File: src/rtl/iot_event_reporter.sv
// Device-side event reporter: synchronises a device status bitmap and serialises
// per-device transitions into round-robin change/on_off pulses for the activity monitor.
module iot_event_reporter #(
  parameter int unsigned N_DEV = 8,
  parameter int unsigned ID_W  = 3
) (
  input  logic             clk,
  input  logic             rst,
  input  logic [N_DEV-1:0] dev_status,
  input  logic             enable,
  output logic             change,
  output logic             on_off,
  output logic [ID_W-1:0]  dev_id,
  output logic             pending
);

  logic [N_DEV-1:0] s1_q;
  logic [N_DEV-1:0] s2_q;
  logic [N_DEV-1:0] reported_q;
  logic [N_DEV-1:0] diff;
  logic [ID_W-1:0]  ptr_q;
  logic [ID_W-1:0]  ptr_next;
  logic [ID_W-1:0]  grant;
  logic [ID_W-1:0]  scan_idx;
  logic             found;
  logic             change_q;
  logic             on_off_q;
  logic [ID_W-1:0]  dev_id_q;
  logic             pending_q;

  // Bits where the synchronised level differs from what the monitor has been told.
  assign diff = s2_q ^ reported_q;

  // Round-robin search: first set bit of diff at or above ptr, wrapping modulo N_DEV.
  always_comb begin
    grant    = '0;
    found    = 1'b0;
    scan_idx = '0;
    for (int unsigned i = 0; i < N_DEV; i++) begin
      scan_idx = ID_W'((32'(ptr_q) + i) % N_DEV);
      if (!found && diff[scan_idx]) begin
        found = 1'b1;
        grant = scan_idx;
      end
    end
  end

  assign ptr_next = (32'(grant) + 32'd1 == N_DEV) ? '0 : grant + ID_W'(1);

  always_ff @(posedge clk) begin
    if (rst) begin
      s1_q       <= '0;
      s2_q       <= '0;
      reported_q <= '0;
      ptr_q      <= '0;
      change_q   <= 1'b0;
      on_off_q   <= 1'b0;
      dev_id_q   <= '0;
      pending_q  <= 1'b0;
    end else begin
      s1_q      <= dev_status;
      s2_q      <= s1_q;
      pending_q <= found;
      if (enable && found) begin
        change_q          <= 1'b1;
        on_off_q          <= s2_q[grant];
        dev_id_q          <= grant;
        reported_q[grant] <= s2_q[grant];
        ptr_q             <= ptr_next;
      end else begin
        // on_off and dev_id hold their last reported values.
        change_q <= 1'b0;
      end
    end
  end

  assign change  = change_q;
  assign on_off  = on_off_q;
  assign dev_id  = dev_id_q;
  assign pending = pending_q;

endmodule

File: config.mk
export PLATFORM = sky130hd
export DESIGN_NAME = iot_event_reporter
export DESIGN_NICKNAME = d
export VERILOG_FILES = /design/src/rtl/iot_event_reporter.sv
export SDC_FILE = /design/constraint.sdc
export NUM_CORES = 1
export LEC_CHECK = 0
export CORE_MARGIN = 1.5
export CORE_UTILIZATION = 26
export DETAILED_ROUTE_END_ITERATION = 12
export DONT_BUFFER_PORTS = 1
export HOLD_SLACK_MARGIN = 0.05
export PLACE_DENSITY = 0.48
export SLEW_MARGIN = 15
export SYNTH_ARGS = -nofsm -noshare
export SYNTH_HDL_FRONTEND = slang
export SYNTH_SLANG_ARGS = --single-unit
File: constraint.sdc
create_clock -name clk -period 4.6 [get_ports clk]
set_clock_uncertainty 0.15 [all_clocks]
set_input_delay 1.15 -clock clk [delete_from_list [all_inputs] [get_ports clk]]
set_output_delay 1.15 -clock clk [all_outputs]
set_load 0.02 [all_outputs]
==> results of run 1 <==
==> metrics by stage <==
stage	utilization, %	std cells	cell area, um^2	worst slack [ns]	total power [mW]
after global routing	29.0	356	2540	0.0951	1.95
after detailed placement	27.9	348	2440	0.407	1.56
after CTS	29.0	356	2540	0.386	1.80
final	29.0	356	2540	0.290	1.81
after floorplan	-	250	2360	0.709	1.35
after global placement	27.9	348	2440	0.480	1.57
==> state kept, by name, indices dropped and copies added (netlist names) <==
signal	cells
change	1
dev_id	3
s2_q	8
on_off	1
ptr_q	3
pending	1
s1_q	8
reported_q	8
==> cell usage in the layout, fill, tap and decap left out, types with 9 or more instances in the layout <==
cell type and instances:
dfxtp_1 33, nor2b_1 18, mux2i_1 17, nand2_1 17, a21oi_1 15, mux4_2 14, nor2_1 12, xor2_1 10
nand4_1 10, o31ai_1 10, xnor2_1 9
==> per-layer routing <==
metal	track usage, %	share of wire (%)
met5	0	0
met4	4.44	1.8
met3	2.36	3.7
met2	18.8	45
met1	17.4	50
==> final cells by class <==
type / count / area [um^2]
Multi-Input combinational cell: 193 / 1560
Timing Repair Buffer: 7 / 52.6
Fill cell: 915 / 6220
Clock inverter: 1 / 5.00
Tap cell: 108 / 135
Sequential cell: 33 / 661
Inverter: 7 / 31.3
Clock buffer: 7 / 96.3
==> cells by family after synthesis <==
kind of cell | count (synthesis) | synth area share (%)
XOR/XNOR | 19 | 7.05
multiplexers | 34 | 22.0
adder cells (fa/ha/maj) | 3 | 1.59
flip-flops | 33 | 28.0
AND/OR/NAND/NOR | 85 | 19.7
buffers and inverters | 24 | 5.83
AO/OA/AOI/OAI | 52 | 15.9
==> report_power, final <==
group	internal [mW]	total, mW	switching (mW)
clock	0.135	0.232	0.0973
sequential	0.328	0.382	0.0541
combinational	0.461	1.19	0.732
total	0.924	1.81	0.884
==> critical path, stage by stage, from the launching register on <==
cell	delay [ns]
dfxtp_1	0.40
inv_4	0.13
ha_1	0.33
clkinv_1	0.20
mux4_2	0.50
mux2i_1	0.24
o21ai_0	0.14
a221oi_1	0.37
a211oi_1	0.09
nor2_1	0.78
inv_2	0.26
ha_1	0.30
xor2_1	0.14
nand2_1	0.07
a21oi_1	0.14
==> final timing paths <==
kind                  from        to  slack, ns
setup / recovery  ptr_q[0]  ptr_q[2]       0.29
hold / removal     s1_q[0]   s2_q[0]       0.28
setup reg to reg  ptr_q[0]  ptr_q[2]       0.29
hold reg to reg    s1_q[0]   s2_q[0]       0.28
==> reports/qor.csv, run 1 <==
stage,metric,value,unit
synth,synth.most_common_cell,dfxtp_1,
sta,max_freq,232,MHz
route,dr_total_vias,1871,
grt,grt_max_degree,34,
setup_path,critPathMaxFanout,14,
synth,synth_flop_cell,dfxtp_1,
place,gp_congestion,0.888,
pwr,ir_drop,263,uV
synth,ys_seq_area_share,28.0,%
sta,whs,0.284,ns
floorplanning,ios,17,
grt,antenna_found_initial,0,
final_layout,layout-drive-gt1-share,18.1,%
sta,rsz0062_at_grt,no,
pwr,power.density,711,mW/mm^2
synth,avgSynthCellArea,9.44,um^2
route,ant_nets,0,
cts,postCtsSetupBuffers,0,
floorplanning,core_area,0.00876,mm^2
setup_path,path_class,register to register,
cts,cts_buffer_depth,2,
floorplanning,die_h,98.3,um
cts,insertion_delay,0.28,ns
synth,synth_top_area_share,28.0,%
sta,min_period,4.31,ns
synth,synth_top_area_cell,dfxtp_1,
setup_path,r2r_cells,14,
synth,synth-seq-cells,33,
synth,synth_warnings,0,
grt,grt-ovfl-total,0,
cts,ctsResizeCount,0,
cts,h-tree-depth,2,
sta,setup_tns,0,ns
cts,cts-buffers-inserted,5,
final_layout,insertedDiodeCount,0,
cts,cts_tree,done,
setup_path,startpoint_type,register,
floorplanning,die_area,0.00966,mm^2
sta,post-route-period-util,93.7,%
sta,slew_headroom,33.2,%
grt,grt_pass1_vias,1828,
setup_path,cp.arrival,4.37,ns
floorplanning,fp.dieW,98.3,um
cts,cts_root_buffer,clkbuf_8,
sta,finalSetupViolCount,0,
floorplanning,fp-row-count,34,
synth,synth_async_sr_flop_share,0,%
route,routedWlPerCell,16.1,um
place,hpwl,4.32,mm
sta,worst_pin_slew,0.998,ns
job,cap_violations,0,
cts,clkTransAtPathRegs,0.06,ns
route,drt-initial-drc-count,109,
cts,postCtsHoldBufs,0,
final_layout,area_delta_synth_final,7.74,%
synth,synth.distinct_cells,52,
sta,drv_slew,0,
grt,grt_usage,12.4,%
floorplanning,initial_core_util,26.9,%
route,firstDrtPassIters,4,
synth,synth_edf_count,0,
setup_path,required,4.67,ns
place,portBuffers,0,
synth,yosys-top-cells-area,"dfxtp_1 (28%), mux4_2 (13%), mux2i_1 (7.2%)",
cts,cts.sinks,33,
synth,synth_cells,250,
route,drc,0,
hold_path,hold_path.class,register to register,
route,via_per_inst,5.26,
grt,grt_pass1_wl,9.51,mm
setup_path,crit_path_end_kind,register,
run_status,status,"complete, no violations",
pwr,p_leak,0.928,nW
synth,ys_top_cells_by_count,"dfxtp_1 (33), nor2b_1 (18), mux2i_1 (17), nand2_1 (17), a21oi_1 (15)",
hold_path,whs_path_depth,1,
synth,syn_area,0.00236,mm^2
synth,syn-num-nets,264,
sta,hold_viol_final,0,
route,wl,5.74,mm
final_layout,nNetsFinal,261,
Power figures use the tool's default switching activity.
==> inputs of run 2 (changes only) <==
--- a/config.mk
+++ b/config.mk
@@ -5,6 +5,7 @@
 export SDC_FILE = /design/constraint.sdc
 export NUM_CORES = 1
 export LEC_CHECK = 0
+export CAP_MARGIN = 5
 export CORE_MARGIN = 1.5
 export CORE_UTILIZATION = 26
 export DETAILED_ROUTE_END_ITERATION = 12
==> constraint.sdc (replaced) <==
create_clock -name clk -period 4.8 [get_ports clk]
set_clock_uncertainty 0.15 [all_clocks]
set_input_delay 1.2 -clock clk [delete_from_list [all_inputs] [get_ports clk]]
set_output_delay 1.2 -clock clk [all_outputs]
set_load 0.02 [all_outputs]
==> reports/qor.csv, run 2 (synthesis results as in run 1) <==
stage,metric,value,unit,change
floorplanning,core_area,0.00876,mm^2,unchanged
setup_path,reg2reg_slack,0.46,ns,+0.17 ns
route,dr_total_vias,1942,,+3.8%
floorplanning,fp-row-count,34,,unchanged
pwr,p_total,1.76,mW,-2.8%
setup_path,slowest_delay,0.72,ns,-0.06 ns
cts,cts.sinks,33,,unchanged
final_layout,final_cell_mix,"dfxtp_1 (33), nor2b_1 (18), mux2i_1 (17), nand2_1 (17), a21oi_1 (15)",,
grt,grt_usage,13.0,%,+0.67 points
setup_path,endpoint,on_off,,
setup_path,critPathMaxFanout,12,,-2
floorplanning,initial_core_util,26.9,%,unchanged
setup_path,critical_path_depth,11,,-3
cts,cts_root_buffer,clkbuf_8,,
setup_path,startpoint_type,register,,
final_layout,insertedDiodeCount,0,,unchanged
setup_path,path_class,register to register,,
cts,postCtsHoldBufs,0,,unchanged
route,wl,6.02,mm,+4.9%
setup_path,crit_path_end_kind,register,,
cts,h-tree-depth,2,,unchanged
sta,finalSetupViolCount,0,,unchanged
floorplanning,die_h,98.3,um,unchanged
grt,grt_pass1_vias,1921,,+5.1%
sta,slew_headroom,46.1,%,+13 points
pwr,power.density,693,mW/mm^2,-2.5%
route,via_per_inst,5.50,,+4.7%
floorplanning,fp.dieW,98.3,um,unchanged
sta,setup_tns,0,ns,unchanged
cts,postCtsSetupBuffers,0,,unchanged
sta,rsz0062_at_grt,no,,
sta,drv_slew,0,,unchanged
setup_path,crit_slowest_cell,or4_1,,
setup_path,crit_chain,inv_4 -> ha_1 -> clkinv_1 -> mux4_2 -> mux2i_1 -> or4_1 -> a211o_1 -> nand3_1 -> mux2_2 -> o2111ai_1 -> nand3_1,,
sta,post-route-period-util,90.3,%,-3.4 points
route,firstDrtPassIters,4,,unchanged
setup_path,cp.buffers_inverters,2,,-1
sta,hold_viol_final,0,,unchanged
floorplanning,ios,17,,unchanged
cts,cts_tree,done,,
setup_path,critPathTopFamily,simple AND/OR/NAND/NOR gates,,
place,gp_congestion,0.879,,-0.98%
setup_path,rr_startpoint,ptr_q[1],,
floorplanning,die_area,0.00966,mm^2,unchanged
route,routedWlPerCell,17.1,um,+5.8%
grt,grt-ovfl-total,0,,unchanged
setup_path,startpoint,ptr_q[1],,
grt,grt_max_degree,34,,unchanged
run_status,status,"complete, no violations",,
sta,max_freq,231,MHz,-0.60%
final_layout,layout_commonest_cell,dfxtp_1,,
final_layout,top_regs,"reported_q: 8 flops, s1_q: 8 flops, s2_q: 8 flops",,
sta,min_period,4.34,ns,+0.0259 ns
cts,cts_buffer_depth,2,,unchanged
sta,worst_slack,0.464,ns,+0.174 ns
route,ant_nets,0,,unchanged
hold_path,hold_path.class,register to register,,
cts,cts-buffers-inserted,5,,unchanged
final_layout,layout-drive-gt1-share,16.7,%,-1.4 points
pwr,p_leak,0.917,nW,-1.2%
setup_path,r2r-end,on_off,,
sta,whs,0.286,ns,+0.00118 ns
route,drt-initial-drc-count,133,,+22%
setup_path,required,4.81,ns,+0.14 ns
pwr,ir_drop,284,uV,+7.9%
cts,insertion_delay,0.28,ns,about the same
final_layout,nNetsFinal,258,,-1.1%
place,preCtsSetupSlack,0.539,ns,+0.132 ns
setup_path,r2r_cells,11,,-3
grt,grt_pass1_wl,9.94,mm,+4.6%
place,portBuffers,0,,unchanged
job,cap_violations,0,,unchanged
place,hpwl,4.48,mm,+3.8%
sta,worst_pin_slew,0.809,ns,-0.190 ns
cts,clkTransAtPathRegs,0.07,ns,about the same
final_layout,area_delta_synth_final,7.42,%,
cts,ctsResizeCount,0,,unchanged
setup_path,path_common_cell,nand3_1,,
route,drc,0,,unchanged
grt,antenna_found_initial,0,,unchanged
setup_path,cp.arrival,4.34,ns,-0.03 ns
run 2: worst min path at each step:
| stage | startpoint | end | cells after the start |
|---|---|---|---|
| final | s1_q[1] | s2_q[1] | 1 |
| after global routing | s1_q[0] | s2_q[0] | 1 |
| after CTS | s1_q[4] | s2_q[4] | 1 |
| after detailed placement | s1_q[4] | s2_q[4] | 1 |
| after global placement | s1_q[6] | s2_q[6] | 1 |
| after floorplan | s1_q[0] | s2_q[0] | 1 |
run 2: final cells by class:
class / instances / area (um^2)
fill: 935 / 6230
clock inverter: 1 / 30.0
sequential: 33 / 661
multi-input combinational: 193 / 1560
timing repair buffer: 4 / 30.0
clock buffer: 7 / 86.3
inverter: 7 / 31.3
tap: 108 / 135
run 2: stage by stage:
stage	util (%)	instance area [um^2]	std cells
6_report	28.9	2530	353
5_1_grt	28.9	2530	353
4_1_cts	28.9	2530	353
3_5_place_dp	27.6	2420	345
3_3_place_gp	27.6	2420	345
2_1_floorplan	-	2360	250
run 2: per-layer routing:
layer | up-vias | wire [um] | global-route usage (%)
li1 | 917 | - | -
met2 | 58 | 2810 | 21.1
met1 | 949 | 2730 | 16.7
met5 | - | 0 | 0
met4 | 0 | 200 | 6.07
met3 | 18 | 278 | 2.58
run 2: power by group:
| part | switching, mW | total, mW | internal (mW) | leakage [nW] |
|---|---|---|---|---|
| Combinational | 0.691 | 1.11 | 0.422 | 0.588 |
| Sequential | 0.0650 | 0.379 | 0.314 | 0.271 |
| Clock | 0.0962 | 0.265 | 0.169 | 0.0585 |
==> inputs of run 3 (changes only) <==
--- a/config.mk
+++ b/config.mk
@@ -10,6 +10,7 @@
 export CORE_UTILIZATION = 26
 export DETAILED_ROUTE_END_ITERATION = 12
 export DONT_BUFFER_PORTS = 1
+export GPL_TIMING_DRIVEN = 1
 export HOLD_SLACK_MARGIN = 0.05
 export PLACE_DENSITY = 0.48
 export SLEW_MARGIN = 15
==> results of run 3 <==
The final DEF is identical to that of run 2; final timing and power are the same.
==> patch 1 (flow settings as in run 2) <==
`s1_q` and `s2_q` no longer have a reset.
--- a/src/rtl/iot_event_reporter.sv
+++ b/src/rtl/iot_event_reporter.sv
@@ -50,6 +50,4 @@
   always_ff @(posedge clk) begin
     if (rst) begin
-      s1_q       <= '0;
-      s2_q       <= '0;
       reported_q <= '0;
       ptr_q      <= '0;
@@ -59,6 +57,4 @@
       pending_q  <= 1'b0;
     end else begin
-      s1_q      <= dev_status;
-      s2_q      <= s1_q;
       pending_q <= found;
       if (enable && found) begin
@@ -75,4 +71,9 @@
   end
 
+  always_ff @(posedge clk) begin
+    s1_q <= dev_status;
+    s2_q <= s1_q;
+  end
+
   assign change  = change_q;
   assign on_off  = on_off_q;
Function: changed (Yosys sat finds a counterexample within 4 cycles, from zero or initial values and one cycle with rst high).
==> patch 1 against run 2 <==
- sequential power increased by 1%
- routed wire length shrank 3.5%
- setup slack better by 78 ps
- global-route usage rose by 0.92 points
- sequential cell count unchanged
- synthesized area down 4.3%
- critical endpoint unchanged
- power is 11% higher
- critical path type unchanged
- design area shrank 5.4%
- non-clock buffer count unchanged
==> patch 1: results (changes against run 2) <==
{| class="wikitable"
! Metric !! Value
|-
| Reg2Reg Setup Slack || 540 ps (+80 ps)
|-
| Layout cells sized above 1 || 17.9% (+1.2 points)
|-
| Reg power frac || 19.6% (-2.0 points)
|-
| Initial detailed-routing violation count || 117 (-12%)
|-
| Vias per cell || 5.39 (-2.0%)
|-
| Net Count, Synth || 247 (-6.4%)
|-
| Total wirelength of the detailed-routed design || 5810 um (-3.5%)
|-
| HP Start || s1_q[3]
|-
| WL met1 || 2700 um (-1.1%)
|-
| Length of routed met3 wiring || 235 um (-15%)
|-
| Sw frac || 50.0% (+1.5 points)
|-
| Layout net count || 242 (-6.2%)
|-
| Synth cell types || 52 (unchanged)
|-
| GR met2 Demand/Resource || 20.9% (-0.22 points)
|-
| First-pass GRT wire length || 9510 um (-4.4%)
|-
| Most frequent cells after synthesis || 33 x sky130_fd_sc_hd__dfxtp_1, 17 x sky130_fd_sc_hd__mux2i_1, 17 x sky130_fd_sc_hd__nand2_1
|-
| Number of fill cells || 863 (-7.7%)
|-
| Global-route total usage across every layer || 13.9% (+0.92 points)
|-
| Routed wire length on met2 || 2710 um (-3.9%)
|-
| Proportion of synthesized chip area in sequential cells || 29.3% (+1.3 points)
|-
| Combinational cell fraction of total power || 70.2% (+6.9 points)
|-
| Endpoint of the worst hold-timing path || s2_q[3]
|-
| Startpoint of the worst register-to-register path || ptr_q[1]
|-
| Vias in the first global route || 1782 (-7.2%)
|-
| Top post-synthesis cells by area || sky130_fd_sc_hd__dfxtp_1 29%, sky130_fd_sc_hd__mux4_2 14%, sky130_fd_sc_hd__mux2i_1 7.5%
|-
| Met3 Track Usage GR || 2.53% (-0.049 points)
|-
| Outcome || complete, no violations
|-
| Worst vdd rail ir drop || 0.000252 V (-11%)
|-
| Standby leakage power || 0.873 nW (-4.9%)
|-
| Top fanout value on the critical path || 14 (+2)
|-
| Worst Hold Path Cells || 0 (-1)
|}
==> patch 1: changes by cell type after synthesis, sizes merged <==
cell and delta:
clkbuf -2, buf +1, nor2b -16
==> patch 1: how the worst max path moves through the flow <==
stage                        start            end  slack [ps]  cells past startpoint
after floorplan           ptr_q[0]  reported_q[2]         910                     16
after global placement    ptr_q[1]       ptr_q[2]         640                     13
after detailed placement  ptr_q[1]         on_off         540                     11
after CTS                 ptr_q[1]         on_off         520                     11
after global routing      ptr_q[1]       ptr_q[2]         120                     13
final                     ptr_q[1]         on_off         540                     11
==> patch 1: final cells by class <==
cell class                      instances  share of cell area [%]
Multi-Input combinational cell        177                    61.0
Sequential cell                        33                    27.6
Tap cell                              105                    5.48
Clock buffer                            6                    3.03
Inverter                                7                    1.30
Timing Repair Buffer                    4                    1.25
Clock inverter                          2                   0.418
==> patch 1: kinds of logic (layout without fill, tap and decap cells) <==
kind of cell | count (synthesis) | in the layout | share of synthesized area (%)
adder cells (fa/ha/maj) | 3 | 3 | 1.66
multiplexers | 34 | 34 | 23.0
flip-flops | 33 | 33 | 29.3
AO/OA/AOI/OAI | 52 | 52 | 16.6
buffers and inverters | 23 | 19 | 5.99
AND/OR/NAND/NOR | 69 | 69 | 16.1
XOR/XNOR | 19 | 19 | 7.37
==> patch 1: stage by stage <==
| step | worst slack [ps] | total power, mW | cell area (um2) | hold slack, ps | cells |
|---|---|---|---|---|---|
| floorplan | 909 | 1.47 | 2260 | 160 | 233 |
| global route | 116 | 2.12 | 2400 | 182 | 334 |
| finish | 542 | 1.96 | 2400 | 176 | 334 |
| CTS | 523 | 1.97 | 2400 | 179 | 334 |
| detailed placement | 538 | 1.75 | 2310 | 162 | 326 |
| global placement | 641 | 1.76 | 2310 | 160 | 326 |
==> patch 2 (settings of run 2) <==
Without the edit above. Set the parameter `N_DEV` to 16 (it was 8).
--- a/src/rtl/iot_event_reporter.sv
+++ b/src/rtl/iot_event_reporter.sv
@@ -2,5 +2,5 @@
 // per-device transitions into round-robin change/on_off pulses for the activity monitor.
 module iot_event_reporter #(
-  parameter int unsigned N_DEV = 8,
+  parameter int unsigned N_DEV = 16,
   parameter int unsigned ID_W  = 3
 ) (
Interface: changed (resized dev_status); port bits go from 17 to 25. The function was not compared with the original's and may differ.
==> patch 2 against run 2 <==
- die area shrank 7.2%
- via count is 14% lower
- routed wire length fell by 16%
- largest cell class unchanged
- design area down 6.1%
- cell count shrank 4.8%
- sequential cell count unchanged
- power decreased by 4.0%
- setup slack gained 90 ps
- synthesized area down 7.4%
==> patch 2: results (changes against run 2) <==
{| class="wikitable"
! Metric !! Value
|-
| First-pass GRT wire length || 8470 um (-15%)
|-
| Maximum buffer depth of the clock tree || 2 (unchanged)
|-
| Pwr/cell area || 709 nW/um2 (+2.2%)
|-
| Worst vdd rail ir drop || 0.000255 V (-9.9%)
|-
| Pin count of the biggest net entering global routing || 35 (+2.9%)
|-
| Fraction of synthesized area in multiplexers || 19.7% (-2.3 points)
|-
| Initial detailed-routing violation count || 46 (-65%)
|-
| Worst setup slack before clock tree synthesis || 558 ps (+18.6 ps)
|-
| Placed cell count || 328 (-4.9%)
|-
| Slew at the pin closest to its max-slew limit || 582 ps (-226 ps)
|-
| Worst hold slack || 284 ps (-1.96 ps)
|-
| Adder-Cell Fraction of Synth Area || 1.14% (-0.45 points)
|-
| Proportion of synthesized chip area in sequential cells || 30.2% (+2.2 points)
|-
| Standby leakage power || 0.844 nW (-8.0%)
|-
| Post-DP HPWL || 3890 um (-13%)
|-
| Most frequent cells after synthesis || 33 x sky130_fd_sc_hd__dfxtp_1, 21 x sky130_fd_sc_hd__nor2b_1, 16 x sky130_fd_sc_hd__nand2_1
|-
| Top post-synthesis cells by area || sky130_fd_sc_hd__dfxtp_1 30%, sky130_fd_sc_hd__mux4_2 9.3%, sky130_fd_sc_hd__nor2b_1 6.0%
|-
| Mean routed wirelength per cell || 15.1 um (-11%)
|-
| Placed standard-cell area || 2300 um2 (-5.0%)
|-
| End point of the critical path || reported_q[7]
|-
| Vias per cell || 4.97 (-9.7%)
|-
| R2r worst-path depth || 12 (+1)
|-
| Slowest cell on the critical path || sky130_fd_sc_hd__mux4_2
|-
| Post-synthesis compound-gate area fraction || 17.6% (+1.7 points)
|-
| Smallest setup slack after layout || 554 ps (+89.6 ps)
|-
| Signal arrival time at the worst endpoint || 4270 ps (-70 ps)
|-
| Number of fill cells || 890 (-4.8%)
|-
| Synth Area per Inst || 9.55 um2 (+1.1%)
|-
| WL met1 || 2390 um (-13%)
|-
| Synth cell types || 56 (+7.7%)
|-
| Layout cells sized above 1 || 18.6% (+1.9 points)
|-
| Top flip-flop cell by instance count after synthesis || sky130_fd_sc_hd__dfxtp_1
|-
| Final cell count without fillers || 336 (-4.8%)
|-
| Vias in the first global route || 1682 (-12%)
|-
| CP max stage delay || 650 ps (-70 ps)
|-
| Routed wire length on met2 || 2390 um (-15%)
|-
| Net Count, Synth || 250 (-5.3%)
|-
| Outcome || complete, no violations
|-
| Global-route total usage across every layer || 12.3% (-0.75 points)
|-
| Internal Pwr Total || 870 uW (-3.9%)
|-
| Placer's final routability congestion estimate || 0.829 (-5.8%)
|-
| Parity-gate share of the synthesized area counting xor and xnor cells || 6.30% (-0.76 points)
|}
==> patch 2: changes by cell type in the layout (fill, tap and decap cells not counted), moves of 5 or more <==
cell / before / now
sky130_fd_sc_hd__nor3_1: 1 / 7
sky130_fd_sc_hd__o31ai_1: 10 / 2
sky130_fd_sc_hd__nand4_1: 10 / 0
sky130_fd_sc_hd__mux4_2: 14 / 9
sky130_fd_sc_hd__o21ai_0: 3 / 8
sky130_fd_sc_hd__a211oi_1: 2 / 7
sky130_fd_sc_hd__a21oi_1: 15 / 10
sky130_fd_sc_hd__xor2_1: 10 / 5
sky130_fd_sc_hd__nand3_1: 7 / 2
sky130_fd_sc_hd__mux2i_1: 17 / 12
==> patch 2: how the worst min path moves through the flow <==
stage / cells past startpoint / end / start
3_3_place_gp: 1 / s2_q[5] / s1_q[5]
4_1_cts: 1 / s2_q[0] / s1_q[0]
3_5_place_dp: 1 / s2_q[0] / s1_q[0]
5_1_grt: 1 / s2_q[0] / s1_q[0]
2_1_floorplan: 1 / s2_q[0] / s1_q[0]
6_report: 1 / s2_q[4] / s1_q[4]
==> patch 2: area by class of cell <==
| class | count | area, um2 | share of cell area [%] |
|---|---|---|---|
| Inverter | 7 | 28.8 | 1.21 |
| Sequential cell | 33 | 661 | 27.8 |
| Timing Repair Buffer | 7 | 52.6 | 2.21 |
| Clock inverter | 2 | 10.0 | 0.421 |
| Multi-Input combinational cell | 176 | 1420 | 59.8 |
| Clock buffer | 6 | 72.6 | 3.05 |
| Tap cell | 105 | 131 | 5.52 |
==> patch 2: cells by family (layout without fill, tap and decap cells) <==
group | count (synthesis) | count (layout)
AOI/OAI and AO/OA | 49 | 49
DFF | 33 | 33
xor gates and xnor gates | 14 | 14
muxes | 30 | 30
adders and majority gates | 2 | 2
and+or+nand+nor | 81 | 81
buffers and inverters | 20 | 22
==> patch 2: metal layers <==
layer,vias up,track usage [%]
met2,36,19.9
met4,0,5.22
met1,780,15.7
met3,12,2.50
li1,841,-
met5,-,0
==> patch 2: power groups by stage <==
stage               registers [mW]  clock network (mW)  logic (mW)
floorplan                    0.365                   0       0.894
global placement             0.391                   0        1.10
detailed placement           0.391                   0        1.10
CTS                          0.386               0.204        1.11
global route                 0.391               0.215        1.22
finish                       0.385               0.198        1.10
==> patch 2: critical path, delay by kind of cell (launching register included) <==
family / cells / cell delay [ps]
fa+ha+maj: 1 / 230
simple gates: 2 / 400
compound gates: 4 / 1050
flops: 1 / 630
mux: 2 / 990
xor+xnor: 1 / 350
buf+inv: 2 / 330
